--- config.mk ---
export PLATFORM = sky130hd
export DESIGN_NAME = seq_shift_add_multiplier_flat
export DESIGN_NICKNAME = d
export VERILOG_FILES = /design/src/rtl/seq_shift_add_multiplier_if.sv /design/src/rtl/seq_shift_add_multiplier.sv /design/src/flat_wrapper.sv
export SDC_FILE = /design/constraint.sdc
export NUM_CORES = 1
export LEC_CHECK = 0
export CAP_MARGIN = 20
export CORE_ASPECT_RATIO = 0.7
export CORE_MARGIN = 8
export CORE_UTILIZATION = 55
export DETAILED_ROUTE_END_ITERATION = 10
export PLACE_DENSITY_LB_ADDON = 0.08
export SYNTH_ARGS = -nofsm -noshare
export SYNTH_HDL_FRONTEND = slang
export SYNTH_SLANG_ARGS = --single-unit
--- constraint.sdc ---
create_clock -name clk -period 7.4 [get_ports clk]
set_input_delay 1.11 -clock clk [delete_from_list [all_inputs] [get_ports clk]]
set_output_delay 1.11 -clock clk [all_outputs]
set_load 0.01 [all_outputs]
--- src/rtl/seq_shift_add_multiplier_if.sv ---
// rtl/seq_shift_add_multiplier_if.sv - operand/result handshake bundle for the shift-add multiplier
interface seq_shift_add_multiplier_if #(
  parameter int WIDTH = 8
);
  logic               in_valid;
  logic               in_ready;
  logic [WIDTH-1:0]   in_a;
  logic [WIDTH-1:0]   in_b;
  logic               in_signed;
  logic               out_valid;
  logic               out_ready;
  logic [2*WIDTH-1:0] out_product;
  logic               busy;

  modport master (
    output in_valid, in_a, in_b, in_signed, out_ready,
    input  in_ready, out_valid, out_product, busy
  );

  modport slave (
    input  in_valid, in_a, in_b, in_signed, out_ready,
    output in_ready, out_valid, out_product, busy
  );
endinterface

--- src/rtl/seq_shift_add_multiplier.sv ---
// rtl/seq_shift_add_multiplier.sv - iterative radix-2 shift-add multiplier, signed/unsigned per transaction
module seq_shift_add_multiplier #(
  parameter int WIDTH = 8,
  parameter int CNT_W = $clog2(WIDTH + 1)
) (
  input  logic                      clk,
  input  logic                      rst_n,
  seq_shift_add_multiplier_if.slave bus
);
  localparam int                 PW       = 2 * WIDTH;
  localparam logic [WIDTH-1:0]   ONE_W    = WIDTH'(1);
  localparam logic [PW-1:0]      ONE_P    = PW'(1);
  localparam logic [CNT_W-1:0]   LAST_CNT = CNT_W'(WIDTH - 1);
  localparam logic [CNT_W-1:0]   ONE_C    = CNT_W'(1);

  typedef enum logic [1:0] {
    IDLE = 2'd0,
    BUSY = 2'd1,
    DONE = 2'd2
  } state_t;

  state_t           state_q, state_d;
  logic [WIDTH-1:0] mag_a_q, mag_a_d;
  logic [WIDTH-1:0] mag_b_q, mag_b_d;
  logic [PW-1:0]    acc_q, acc_d;
  logic [CNT_W-1:0] cnt_q, cnt_d;
  logic             neg_q, neg_d;
  logic [PW-1:0]    product_q, product_d;

  logic [PW-1:0]    addend;
  logic [PW-1:0]    acc_next;
  logic             a_is_neg;
  logic             b_is_neg;

  always_comb begin
    state_d   = state_q;
    mag_a_d   = mag_a_q;
    mag_b_d   = mag_b_q;
    acc_d     = acc_q;
    cnt_d     = cnt_q;
    neg_d     = neg_q;
    product_d = product_q;

    a_is_neg  = bus.in_signed & bus.in_a[WIDTH-1];
    b_is_neg  = bus.in_signed & bus.in_b[WIDTH-1];

    // Single adder: the multiplicand is shifted into place by the iteration count.
    addend    = mag_b_q[0] ? (PW'(mag_a_q) << cnt_q) : '0;
    acc_next  = acc_q + addend;

    case (state_q)
      IDLE: begin
        if (bus.in_valid) begin
          // The most-negative value's magnitude still fits in WIDTH unsigned bits.
          mag_a_d = a_is_neg ? (~bus.in_a + ONE_W) : bus.in_a;
          mag_b_d = b_is_neg ? (~bus.in_b + ONE_W) : bus.in_b;
          neg_d   = a_is_neg ^ b_is_neg;
          acc_d   = '0;
          cnt_d   = '0;
          state_d = BUSY;
        end
      end
      BUSY: begin
        acc_d   = acc_next;
        mag_b_d = mag_b_q >> 1;
        cnt_d   = cnt_q + ONE_C;
        if (cnt_q == LAST_CNT) begin
          product_d = neg_q ? (~acc_next + ONE_P) : acc_next;
          state_d   = DONE;
        end
      end
      DONE: begin
        if (bus.out_ready) begin
          state_d = IDLE;
        end
      end
      default: begin
        state_d = IDLE;
      end
    endcase
  end

  always_ff @(posedge clk or negedge rst_n) begin
    if (!rst_n) begin
      state_q   <= IDLE;
      mag_a_q   <= '0;
      mag_b_q   <= '0;
      acc_q     <= '0;
      cnt_q     <= '0;
      neg_q     <= 1'b0;
      product_q <= '0;
    end else begin
      state_q   <= state_d;
      mag_a_q   <= mag_a_d;
      mag_b_q   <= mag_b_d;
      acc_q     <= acc_d;
      cnt_q     <= cnt_d;
      neg_q     <= neg_d;
      product_q <= product_d;
    end
  end

  assign bus.in_ready    = (state_q == IDLE);
  assign bus.out_valid   = (state_q == DONE);
  assign bus.busy        = (state_q != IDLE);
  assign bus.out_product = product_q;
endmodule

--- src/flat_wrapper.sv ---
// flat-port wrapper written by rule: the top's interface ports become plain ports
module seq_shift_add_multiplier_flat 
#(
  parameter int WIDTH = 8,
  parameter int CNT_W = $clog2(WIDTH + 1)
)
  (clk, rst_n, bus_in_valid, bus_in_a, bus_in_b, bus_in_signed, bus_out_ready, bus_in_ready, bus_out_valid, bus_out_product, bus_busy);
  seq_shift_add_multiplier_if #(.WIDTH(WIDTH)) bus_i ();
  input  logic clk;
  input  logic rst_n;
  input wire logic [$bits(bus_i.in_valid)-1:0] bus_in_valid;
  input wire logic [$bits(bus_i.in_a)-1:0] bus_in_a;
  input wire logic [$bits(bus_i.in_b)-1:0] bus_in_b;
  input wire logic [$bits(bus_i.in_signed)-1:0] bus_in_signed;
  input wire logic [$bits(bus_i.out_ready)-1:0] bus_out_ready;
  output wire logic [$bits(bus_i.in_ready)-1:0] bus_in_ready;
  output wire logic [$bits(bus_i.out_valid)-1:0] bus_out_valid;
  output wire logic [$bits(bus_i.out_product)-1:0] bus_out_product;
  output wire logic [$bits(bus_i.busy)-1:0] bus_busy;
  assign bus_i.in_valid = bus_in_valid;
  assign bus_i.in_a = bus_in_a;
  assign bus_i.in_b = bus_in_b;
  assign bus_i.in_signed = bus_in_signed;
  assign bus_i.out_ready = bus_out_ready;
  assign bus_in_ready = bus_i.in_ready;
  assign bus_out_valid = bus_i.out_valid;
  assign bus_out_product = bus_i.out_product;
  assign bus_busy = bus_i.busy;
  seq_shift_add_multiplier #(.WIDTH(WIDTH), .CNT_W(CNT_W)) u_core (.clk(clk), .rst_n(rst_n), .bus(bus_i));
endmodule
==> results_dict.tcl <==
set metrics [dict create \
    status "finished clean" \
    area_delta_synth_final_pct 13.9 \
    dr_total_vias 3391 \
    first_pass_iters 5 \
    timing.setup.tns_ns 0 \
    critPathCapture "u_core.bus.out_product[14]$_DFFE_PN0P_" \
    post_cts_resized 0 \
    yosys.area.top_type "dfrtp_1" \
    synth-main-ff-cell "dfrtp_1" \
    yosys.area_share.simple_pct 21.6 \
    fp.dieW_um 116 \
    start_util_pct 57.0 \
    core_mm2 0.00679 \
    place_area_mm2 0.00430 \
    synth_warnings 0 \
    synth_top_family_by_area "simple AND/OR/NAND/NOR gates" \
    reg2reg_from "u_core.cnt_q[0]$_DFFE_PN0P_" \
    utilization_pct 65.0 \
    fin_crit_ns 4.35 \
    n_antenna_cell 0 \
    endpoint_kind "register" \
    hold_viol_final 0 \
    max_freq_mhz 230 \
    yosys.cell_types.count 52 \
    worst_ep_arrival_time_ns 4.52 \
    place_congestion 0.927 \
    cts_setup_buffers 0 \
    root_buffer "clkbuf_8" \
    synth_edf_count 0 \
    numCtsBuffers 5 \
    drt-initial-drc-count 343 \
    cts_max_path_buffers 2 \
    buffer_ports.inserted 39 \
    drv_slew 0 \
    ff2ff_setup_slack_ns 3.05 \
    fin_area_mm2 0.00441 \
    design.die.area_mm2 0.0100 \
    startpoint_type "register" \
    antenna_found_initial 0 \
    cts_hold_buf 0 \
    crit_type "register to register" \
    worst_pin_slew_ns 0.899 \
    die_h_um 86.2 \
    required_ns 7.57 \
    yosys.area_share.xor_xnor_pct 8.99 \
    synthesis.area_mm2 0.00387 \
    drive_above_1_share_pct 5.71 \
    total_leakage_power_nw 1.96 \
    syn_inst 462 \
    most-common-layout-cells "68 x nand2_1, 62 x o21ai_0, 55 x dfrtp_1" \
    synth_top_area_share_pct 35.6 \
    power.density_mw_per_mm2 444 \
    max_cap_viol_count 0 \
    routedWlPerCell_um 15.5 \
    routed_wl_um 9060 \
    synthMuxAreaShare_pct 3.56 \
    layout.cells.most_common "nand2_1" \
    grt_overflow 0 \
    grt_pass1_wl_um 15400 \
    final_nets 530 \
    dpl.hpwl_um 6880 \
    grt_pass1_vias 3074 \
    htreeDepth 2 \
    syn_nets 503 \
    finClkSkew_ns 0.00597 \
    rsz0062_at_grt "false" \
    vias_per_cell 5.81 \
    worstPathMaxFanout 15 \
    hold_path.class "register to register" \
    cts_tree "built" \
    ys_top_cells_by_area "dfrtp_1 36%, o21ai_0 8.0%, nand2_1 6.6%, ha_1 6.1%, xnor2_1 5.0%" \
    critPathLaunch "u_core.cnt_q[0]$_DFFE_PN0P_" \
    synthAdderAreaFrac_pct 6.66 \
    synth-compound-area-share_pct 20.2 \
    grt_start_max_net_pins 56 \
    num_rows 25 \
    clk_pin_slew_ns 0.11 \
    peakVddDrop_v 0.000160 \
    clk_latency_ns 0.31 \
    grt_usage_pct 18.9 \
    seq_area_frac_synth_pct 35.6 \
    slew_headroom_pct 39.9 \
    final_antenna_net_count 0 \
    num_io_pins 40 \
    cts_sinks 55 \
    timing.rr.end "u_core.bus.out_product[14]$_DFFE_PN0P_" \
    period_share_pct 58.8 \
    r2r_cells 14 \
    setup-violations-final 0 \
    drcViolationCount 0 \
    synth-seq-cells 55 \
    synth.avg_cell_area_um2 8.38 \
    synthArstFlopShare_pct 100 \
]
-- how the worst min path moves through the flow --
| stage | start | to | slack [ns] | depth (start not counted) |
|---|---|---|---|---|
| finish | u_core.bus.out_product[6]$_DFFE_PN0P_ | u_core.bus.out_product[6]$_DFFE_PN0P_ | 0.49 | 2 |
| global route | u_core.bus.out_product[10]$_DFFE_PN0P_ | u_core.bus.out_product[10]$_DFFE_PN0P_ | 0.52 | 2 |
| CTS | u_core.bus.out_product[12]$_DFFE_PN0P_ | u_core.bus.out_product[12]$_DFFE_PN0P_ | 0.49 | 2 |
| detailed placement | u_core.bus.out_product[12]$_DFFE_PN0P_ | u_core.bus.out_product[12]$_DFFE_PN0P_ | 0.47 | 2 |
| global placement | u_core.bus.out_product[1]$_DFFE_PN0P_ | u_core.bus.out_product[1]$_DFFE_PN0P_ | 0.46 | 2 |
| floorplan | u_core.mag_a_q[6]$_DFFE_PN0P_ | u_core.mag_a_q[6]$_DFFE_PN0P_ | 0.46 | 2 |
-- per-layer routing --
layer / wire (um) / track usage [%] / vias up
li1: - / - / 1680
met1: 4520 / 29.1 / 1571
met2: 3620 / 26.6 / 134
met3: 871 / 3.47 / 6
met4: 51 / 3.63 / 0
met5: 0 / 0 / -
-- critical path, cell delays in order (launching register included) --
cell and delay [ns]:
dfrtp_1 0.71, mux2_2 0.41, o21ai_0 0.21, o21ai_0 0.13, nor2b_1 0.19, ha_1 0.34
a21o_1 0.23, a221oi_1 0.50, o21ai_1 0.20, o21ai_1 0.27, a22o_1 0.28, nand4_1 0.17
o31ai_1 0.34, xor2_1 0.17, o21ai_1 0.07
-- synth_stat cells, drive strengths merged (10+ instances only) --
| cell | instances |
|---|---|
| xnor2 | 23 |
| inv | 11 |
| nand3 | 30 |
| nand2b | 10 |
| nor2 | 24 |
| clkbuf | 19 |
| o21ai | 68 |
| nand2 | 68 |
| a21oi | 15 |
| nor2b | 12 |
| ha | 19 |
| xor2 | 15 |
| dfrtp | 55 |
-- per-stage QoR --
step | hold WS (ns) | instances | setup WS [ns] | power [mW]
after detailed placement | 0.470 | 575 | 3.11 | 1.77
after floorplan | 0.462 | 462 | 3.35 | 1.44
after global placement | 0.461 | 575 | 3.19 | 1.75
after CTS | 0.494 | 583 | 3.08 | 1.95
final | 0.486 | 584 | 3.05 | 1.96
after global routing | 0.516 | 584 | 2.60 | 2.14
-- flip-flops by register name, summed over array words and instances, names as in the netlist --
signal and flops:
u_core.acc_q 16, u_core.bus.out_product 16, u_core.cnt_q 4, u_core.mag_a_q 8
u_core.mag_b_q 8, u_core.neg_q 1, u_core.state_q 2
-- report_power, final --
group	internal [mW]	switching, mW	total [mW]	leakage [nW]
logic	0.515	0.701	1.22	1.21
registers	0.431	0.139	0.570	0.702
clock network	0.0682	0.105	0.173	0.0485
-- final cells by class --
| cell class | instances | area [um^2] |
|---|---|---|
| Clock buffer | 5 | 68.8 |
| Sequential cell | 55 | 1380 |
| Inverter | 11 | 41.3 |
| Timing Repair Buffer | 43 | 423 |
| Fill cell | 566 | 2380 |
| Tap cell | 94 | 118 |
| Multi-Input combinational cell | 373 | 2360 |
| Clock inverter | 3 | 22.5 |
-- kinds of logic (layout without fill, tap and decap cells) --
group           after synthesis  in the layout
simple gates                175            175
compound gates              128            128
flops                        55             55
xor+xnor                     38             38
buf+inv                      34             62
fa+ha+maj                    20             20
mux                          12             12
No activity file was read; power rests on OpenSTA's default activity.
